<file path="src/rtl/toeplitz_pkg.sv">
// Shared definitions for the Toeplitz hash block: datapath width, default
// seed-generator taps and the controller state encoding.
package toeplitz_pkg;

    localparam int          DATA_W       = 32;
    localparam logic [31:0] DEFAULT_POLY = 32'h80200003;

    typedef enum logic [2:0] {
        IDLE,
        FETCH,
        LATCH,
        SHIFT,
        DONE
    } state_t;

endpackage

</file>
<file path="src/rtl/toeplitz_lfsr.sv">
// Diagonal-window generator: a Fibonacci-style LFSR that shifts the window left
// one bit per step, feeding back the parity of the tapped bits.
module toeplitz_lfsr
    import toeplitz_pkg::*;
#(
    parameter logic [DATA_W-1:0] POLY = DEFAULT_POLY
) (
    input  logic              clk,
    input  logic              rst_n,
    input  logic              load,
    input  logic [DATA_W-1:0] load_val,
    input  logic              step,
    output logic [DATA_W-1:0] state
);

    always_ff @(posedge clk or negedge rst_n) begin
        if (!rst_n) begin
            state <= '0;
        end else if (load) begin
            state <= load_val;
        end else if (step) begin
            state <= {state[DATA_W-2:0], ^(state & POLY)};
        end
    end

endmodule

</file>
<file path="src/rtl/toeplitz_hash.sv">
// Bit-serial Toeplitz hash: reads NWORDS words from an upstream FIFO and folds
// each set input bit's diagonal window into a 32-bit accumulator.
module toeplitz_hash
    import toeplitz_pkg::*;
#(
    parameter int                NWORDS = 8,
    parameter logic [DATA_W-1:0] POLY   = DEFAULT_POLY
) (
    input  logic              clk_in,
    input  logic              rst,
    input  logic              start,
    input  logic [DATA_W-1:0] seed,
    input  logic [DATA_W-1:0] fifo_dout,
    input  logic              fifo_empty,
    output logic              fifo_rd_en,
    output logic [DATA_W-1:0] hash_out,
    output logic              hash_valid,
    input  logic              hash_ready,
    output logic              busy
);

    localparam logic [7:0] LAST_WORD = 8'(NWORDS - 1);

    state_t            state;
    logic [DATA_W-1:0] acc;
    logic [DATA_W-1:0] acc_next;
    logic [DATA_W-1:0] sh;
    logic [DATA_W-1:0] window;
    logic [4:0]        bit_cnt;
    logic [7:0]        word_cnt;
    logic              load_seed;
    logic              step_window;

    // The window is not reloaded between words, so consecutive words see
    // consecutive diagonals of one tall Toeplitz matrix.
    toeplitz_lfsr #(
        .POLY (POLY)
    ) u_lfsr (
        .clk      (clk_in),
        .rst_n    (rst),
        .load     (load_seed),
        .load_val (seed),
        .step     (step_window),
        .state    (window)
    );

    always_comb begin
        load_seed   = (state == IDLE) && start && (seed != '0);
        step_window = (state == SHIFT);
        fifo_rd_en  = (state == FETCH) && !fifo_empty;
        acc_next    = sh[0] ? (acc ^ window) : acc;
    end

    always_ff @(posedge clk_in or negedge rst) begin
        if (!rst) begin
            state      <= IDLE;
            acc        <= '0;
            sh         <= '0;
            bit_cnt    <= '0;
            word_cnt   <= '0;
            hash_out   <= '0;
            hash_valid <= 1'b0;
            busy       <= 1'b0;
        end else begin
            case (state)
                IDLE: begin
                    if (load_seed) begin
                        acc      <= '0;
                        word_cnt <= '0;
                        busy     <= 1'b1;
                        state    <= FETCH;
                    end
                end
                FETCH: begin
                    if (fifo_rd_en) begin
                        state <= LATCH;
                    end
                end
                LATCH: begin
                    sh      <= fifo_dout;
                    bit_cnt <= '0;
                    state   <= SHIFT;
                end
                SHIFT: begin
                    acc     <= acc_next;
                    sh      <= sh >> 1;
                    bit_cnt <= bit_cnt + 5'd1;
                    if (bit_cnt == 5'd31) begin
                        if (word_cnt == LAST_WORD) begin
                            hash_out   <= acc_next;
                            hash_valid <= 1'b1;
                            state      <= DONE;
                        end else begin
                            word_cnt <= word_cnt + 8'd1;
                            state    <= FETCH;
                        end
                    end
                end
                DONE: begin
                    if (hash_ready) begin
                        hash_valid <= 1'b0;
                        busy       <= 1'b0;
                        state      <= IDLE;
                    end
                end
                default: begin
                    state <= IDLE;
                end
            endcase
        end
    end

endmodule

</file>
<file path="config.mk">
export PLATFORM = sky130hd
export DESIGN_NAME = toeplitz_hash
export DESIGN_NICKNAME = d
export VERILOG_FILES = /design/src/rtl/toeplitz_pkg.sv /design/src/rtl/toeplitz_lfsr.sv /design/src/rtl/toeplitz_hash.sv
export SDC_FILE = /design/constraint.sdc
export NUM_CORES = 1
export LEC_CHECK = 0
export CORE_ASPECT_RATIO = 0.8
export CORE_MARGIN = 3
export CORE_UTILIZATION = 30
export DETAILED_ROUTE_END_ITERATION = 10
export HOLD_SLACK_MARGIN = 0.08
export PLACE_DENSITY = 0.59
export SKIP_LAST_GASP = 1
export SLEW_MARGIN = 30
export SYNTH_ARGS = -nofsm -noshare
export SYNTH_HDL_FRONTEND = slang
export SYNTH_SLANG_ARGS = --single-unit
</file>
<file path="constraint.sdc">
create_clock -name clk_in -period 2.6 [get_ports clk_in]
set_clock_uncertainty 0.05 [all_clocks]
set_input_delay 0.39 -clock clk_in [delete_from_list [all_inputs] [get_ports clk_in]]
set_output_delay 0.39 -clock clk_in [all_outputs]
set_load 0.02 [all_outputs]
</file>
# [Word-level counts from Yosys, hierarchy flattened]
# Cells that the tools add are included.
[totals] elab_cells=65 ff_bits=146 out_inout_bits=35
[classes] eq_ne=12 bitwise_logic=1 n_reduce_logical=18 add_sub_neg=2 mux=23
[op_table] cell="2-to-1 mux 32 bit" count=4
[op_table] cell="case mux 32 bit (2 select lines)" count=2
[op_table] cell="nonzero test 32 bit" count=1
[op_table] cell="parity 32 bit" count=1
[op_table] cell="bitwise XOR 32 bit" count=1
[op_table] cell="2-to-1 mux 8 bit" count=3
[op_table] cell="case mux 8 bit (2 select lines)" count=1
[op_table] cell="2-to-1 mux 3 bit" count=5
[op_table] cell="case mux 3 bit (5 select lines)" count=1
[op_table] cell="AND reduction 4 bit" count=3
[op_table] cell="case mux 5 bit (2 select lines)" count=1
[op_table] cell="nonzero test 2 bit" count=5
[op_table] cell="adder 8 x 1 -> 8 bit (second input constant)" count=1
[op_table] cell="== test 8 x 3 -> 1 bit (second input constant)" count=1
[op_table] cell="!= test 2 bit (second input constant)" count=4
[op_table] cell="== test 3 x 2 -> 1 bit (second input constant)" count=2
[op_table] cell="AND reduction 3 bit" count=2
[op_table] cell="adder 5 x 1 -> 5 bit (second input constant)" count=1
[op_table] cell="== test 5 bit (second input constant)" count=1
[op_table] cell="2-to-1 mux 1 bit" count=4
[op_table] cell="!= test 2 x 1 -> 1 bit (second input constant)" count=2
[op_table] cell="case mux 1 bit (2 select lines)" count=2
[op_table] cell="== test 3 x 1 -> 1 bit (second input constant)" count=1
[op_table] cell="== test 3 bit (second input constant)" count=1
[op_table] cell="4 further kinds" count=6

# [Depth between registers and ports, before layout]
[depth] ltp_word=5 ltp_mapped=10 depth_no_buf=7

# [Modules after synthesis]
# Synthesis repeated with hierarchy kept, for this count alone.
[unflattened] hier_cells=787 area_unflattened_um2=7475.9
[modules_own_cells] mod="toeplitz_hash" instances=1 area_each_um2=5965.7 seq_area_each_um2=2852.7 cells_per_inst=641
[modules_own_cells] mod="toeplitz_lfsr" instances=1 area_each_um2=1510.2 seq_area_each_um2=800.8 cells_per_inst=146

# [Worst setup path before layout]
# Ideal clock, no wire load.
[synth_path] kind="flip-flop to flip-flop" startpoint="reg bit_cnt[0]" endpoint="reg hash_out[11]" setup_slack_ns=0.361 n_path_buf=3 t_arrival_ns=2.060 period_less_slack_ns=2.239 setup_ns=0.128 stages_incl_launch_ff=11 cell_sequence="dfrtp_1 ha_1 and3_1 ha_1 clkbuf_1 inv_1 or4_4 buf_6 buf_6 nand2_1 o21ai_0"
[synth_between] elab_chain_cells=2
[synth_lines] item="start: declaration" line="toeplitz_hash.sv:29" source="logic [4:0] bit_cnt;"
[synth_lines] item="start signal: assignment" line="toeplitz_hash.sv:87" source="bit_cnt <= bit_cnt + 5'd1;"
[synth_lines] item="== test 5 bit" line="toeplitz_hash.sv:88" source="if (bit_cnt == 5'd31) begin"
[synth_lines] item="AND reduction 3 bit (no source line)"
[synth_lines] item="end signal: assignment" line="toeplitz_hash.sv:90" source="hash_out <= acc_next;"
[synth_lines] item="end: declaration" line="toeplitz_hash.sv:16" source="output logic [DATA_W-1:0] hash_out,"
# No other way between the ends.
# A chain may end at the register's enable or synchronous reset.

# [Worst setup path after layout]
[layout_path] startpoint="reg state[0]" endpoint="out fifo_rd_en"
[layout_between] elab_chain_cells=2
[layout_lines] item="start: declaration" line="toeplitz_hash.sv:24" source="state_t state;"
[layout_lines] item="start signal: assignment" line="toeplitz_hash.sv:56" source="state <= IDLE;"
[layout_lines] item="start signal: assignment" line="toeplitz_hash.sv:71" source="state <= FETCH;"
[layout_lines] item="start signal: assignment" line="toeplitz_hash.sv:76" source="state <= LATCH;"
[layout_lines] item="== test 3 x 1 -> 1 bit" line="toeplitz_hash.sv:50" source="fifo_rd_en = (state == FETCH) && !fifo_empty;"
[layout_lines] item="logical AND 1 bit" line="toeplitz_hash.sv:50"
[layout_lines] item="end: declaration" line="toeplitz_hash.sv:15" source="output logic fifo_rd_en,"
# No other way between the ends.

==> flow_summary.json <==
{
  "run_status": "completed",
  "viasPerCell": 5.01,
  "finalWirelength_mm": 18.4,
  "synth_top_family_by_area": "compound AO/OA/AOI/OAI gates",
  "ios": 104,
  "final.min_clock_period_ns": 2.46,
  "synth-edff-count": 0,
  "synth_warnings": 0,
  "syn_avg_cell_area_sq_um": 9.36,
  "hold_path.class": "reg -> reg",
  "wl_per_cell_um": 15.7,
  "worst_slew_pin_slew_ns": 0.733,
  "rsz0062_at_grt": "no",
  "clock_latency_ns": 0.42,
  "max_slew_margin_pct": 51.2,
  "synth_cell_types": 47,
  "die_w_um": 179,
  "slew_viol_final": 0,
  "power_leakage_uw": 0.00383,
  "first_pass_iters": 5,
  "nets": 924,
  "path_cells": "nand2b_1 -> nor3_1 -> clkdlybuf4s50_1",
  "worst-setup-path-type": "reg -> out",
  "die_y_um": 144,
  "syn_nets": 840,
  "cts_tree": "built",
  "dpl.hpwl_mm": 12.0,
  "die_area_sq_um": 25900,
  "route.detailed.drc": 0,
  "clockBufferDepth": 2,
  "cp.buffers_inverters": 1,
  "grt_max_degree": 106,
  "dr_total_vias": 5898,
  "yosys.area_share.simple_pct": 15.4,
  "crit_family": "buffers and inverters",
  "antenna_found_initial": 0,
  "final.setup.tns_ns": 0,
  "port_buffers": 103,
  "postRouteAntennaNets": 0,
  "finalSetupViolCount": 0,
  "multi_input_area_sq_um": 3250,
  "synthAdderAreaFrac_pct": 0.522,
  "async_flop_share_pct": 100,
  "crit_required_ns": 2.16,
  "finalHoldViolCount": 0,
  "rows": 50,
  "track_usage_pct": 15.0,
  "synth_compound_area_share_pct": 19.8,
  "critPathMaxStageDelay_ns": 0.67,
  "maxCapViolations": 0,
  "synth_ff_type": "dfrtp_1",
  "power.ir.vdd_worst_mv": 0.444,
  "area_growth_pct": 28.3,
  "fill_cells": 2372,
  "final_util_pct": 39.3,
  "netlist_area_sq_um": 7190,
  "seq_area_sq_um": 3660,
  "powerDensity_nw_per_um2": 970,
  "cts_num_sinks": 146,
  "grt_pass1_vias": 5797,
  "cp.arrival_ns": 2.02,
  "core_area_sq_um": 23500,
  "postCtsSetupRepairBufs": 0,
  "grt_pass1_wl_mm": 30.7,
  "cts-htree-levels": 4,
  "final_layout_size_suffix_gt1_share_pct": 8.21,
  "n_antenna_cell": 0,
  "clkTransAtPathRegs_ns": 0.06,
  "synthCells": 768,
  "fmax_mhz": 407,
  "post-route-period-util_pct": 94.6,
  "first_iter_violations": 529,
  "crit_slowest_cell": "clkdlybuf4s50_1",
  "cp-end-kind": "output pin",
  "gp_congestion": 0.807,
  "synthXorXnorAreaFrac_pct": 4.14,
  "start_kind": "flip-flop",
  "initial_core_util_pct": 30.6,
  "root_buffer": "clkbuf_16",
  "ys_ff_latch": 146,
  "overflow": 0,
  "cp_max_fo": 21,
  "numCtsBuffers": 17,
  "yosysSeqAreaShare_pct": 50.8,
  "synthMuxAreaShare_pct": 5.05
}
==> cell type report <==
type | instances | area share, %
sequential | 146 | 39.7
multi-input combinational | 552 | 35.2
timing repair buffer | 127 | 13.7
clock buffer | 18 | 4.65
tap | 312 | 4.23
clock inverter | 14 | 2.20
inverter | 8 | 0.326
==> layout by cell type (no fill, tap or decap), drive strengths merged, types with 2 or more instances in the layout <==
| master | count |
|---|---|
| clkdlybuf4s50 | 102 |
| mux2i | 34 |
| o31ai | 4 |
| xnor2 | 2 |
| clkinv | 2 |
| nor3 | 35 |
| nor2 | 7 |
| clkinvlp | 3 |
| bufinv | 4 |
| buf | 24 |
| o21a | 5 |
| o21ai | 134 |
| ha | 3 |
| a41oi | 32 |
| clkbuf | 18 |
| dfrtp | 146 |
| inv | 13 |
| nand3b | 2 |
| nor4 | 11 |
| nand2 | 179 |
| xor2 | 32 |
| nand2b | 3 |
| and3 | 2 |
| a211oi | 2 |
| a22o | 2 |
| mux2 | 2 |
| nand4 | 5 |
| a21oi | 2 |
| nand3 | 5 |
| o211ai | 2 |
| a22oi | 29 |
| and2 | 2 |
| or4 | 2 |
==> cells by family (layout without fill, tap and decap cells) <==
kind of cell               after synthesis  count (layout)
adders and majority gates                3               3
muxes                                   36              36
xor gates and xnor gates                34              34
AOI/OAI and AO/OA                      223             223
and+or+nand+nor                        256             256
DFF                                    146             146
buffers and inverters                   70             167
==> sequential cells by signal (all words and copies together), names as in the netlist <==
register,cells
acc,32
bit_cnt,5
busy,1
hash_out,32
hash_valid,1
sh,32
state,3
u_lfsr.state,32
word_cnt,8
==> through the flow <==
stage	hold slack [ns]	power [uW]	cell area (sq um)	instances	setup WS (ns)
floorplan	0.0444	5530	7190	768	0.361
global placement	0.406	6250	8580	1144	0.0185
detailed placement	0.417	6330	8580	1144	-0.0721
CTS	0.431	9060	9220	1177	0.0789
global route	0.455	9640	9220	1177	0.0272
finish	0.425	8950	9220	1177	0.141
==> worst register-to-register path: stages, from the launching register on <==
cell	delay (ns)
dfrtp_1	0.42
or4_4	0.59
or4_4	0.50
buf_4	0.27
nand2_1	0.17
o21ai_2	0.05
==> synthesized netlist by cell type (6+ instances only) <==
master / count / area, sq um
a22oi_1: 29 / 218
a41oi_1: 32 / 280
clkbuf_1: 54 / 203
dfrtp_1: 146 / 3650
inv_1: 8 / 30.0
mux2i_1: 34 / 340
nand2_1: 179 / 672
nor2_1: 7 / 26.3
nor3_1: 35 / 175
nor4_1: 11 / 68.8
o21ai_0: 104 / 521
o21ai_1: 24 / 120
o21ai_2: 6 / 52.6
xor2_1: 32 / 280
==> timing repair <==
item	CTS	global route
resized for setup	0	0
hold buffers	1	0
hold endpoints to repair	69	0
==> report_power, final <==
| group | switching, uW | internal, uW |
|---|---|---|
| sequential | 707 | 3050 |
| clock | 1040 | 1630 |
| combinational | 1350 | 1170 |
==> metal layers <==
| layer | track usage, % | vias to the layer above | wire [um] |
|---|---|---|---|
| met5 | 0 | - | 0 |
| met4 | 3.16 | 0 | 115 |
| met3 | 3.75 | 7 | 944 |
| met2 | 22.8 | 133 | 8160 |
| met1 | 21.6 | 2851 | 9210 |
| li1 | - | 2907 | - |
==> final timing paths <==
| kind | start | endpoint | slack [ns] | cells after the start |
|---|---|---|---|---|
| min | bit_cnt[4]$_DFFE_PN0P_ | bit_cnt[4]$_DFFE_PN0P_ | 0.42 | 2 |
| min reg2reg | bit_cnt[4]$_DFFE_PN0P_ | bit_cnt[4]$_DFFE_PN0P_ | 0.42 | 2 |
| max in group asynchronous | rst | word_cnt[6]$_DFFE_PN0P_ | 1.28 | 3 |
| max reg2reg | word_cnt[5]$_DFFE_PN0P_ | hash_out[15]$_DFFE_PN0P_ | 0.43 | 5 |
| max | state[0]$_DFFE_PN0P_ | fifo_rd_en | 0.14 | 3 |
| min in group asynchronous | rst | sh[9]$_DFFE_PN0P_ | 0.49 | 2 |
Power figures use the tool's default switching activity.
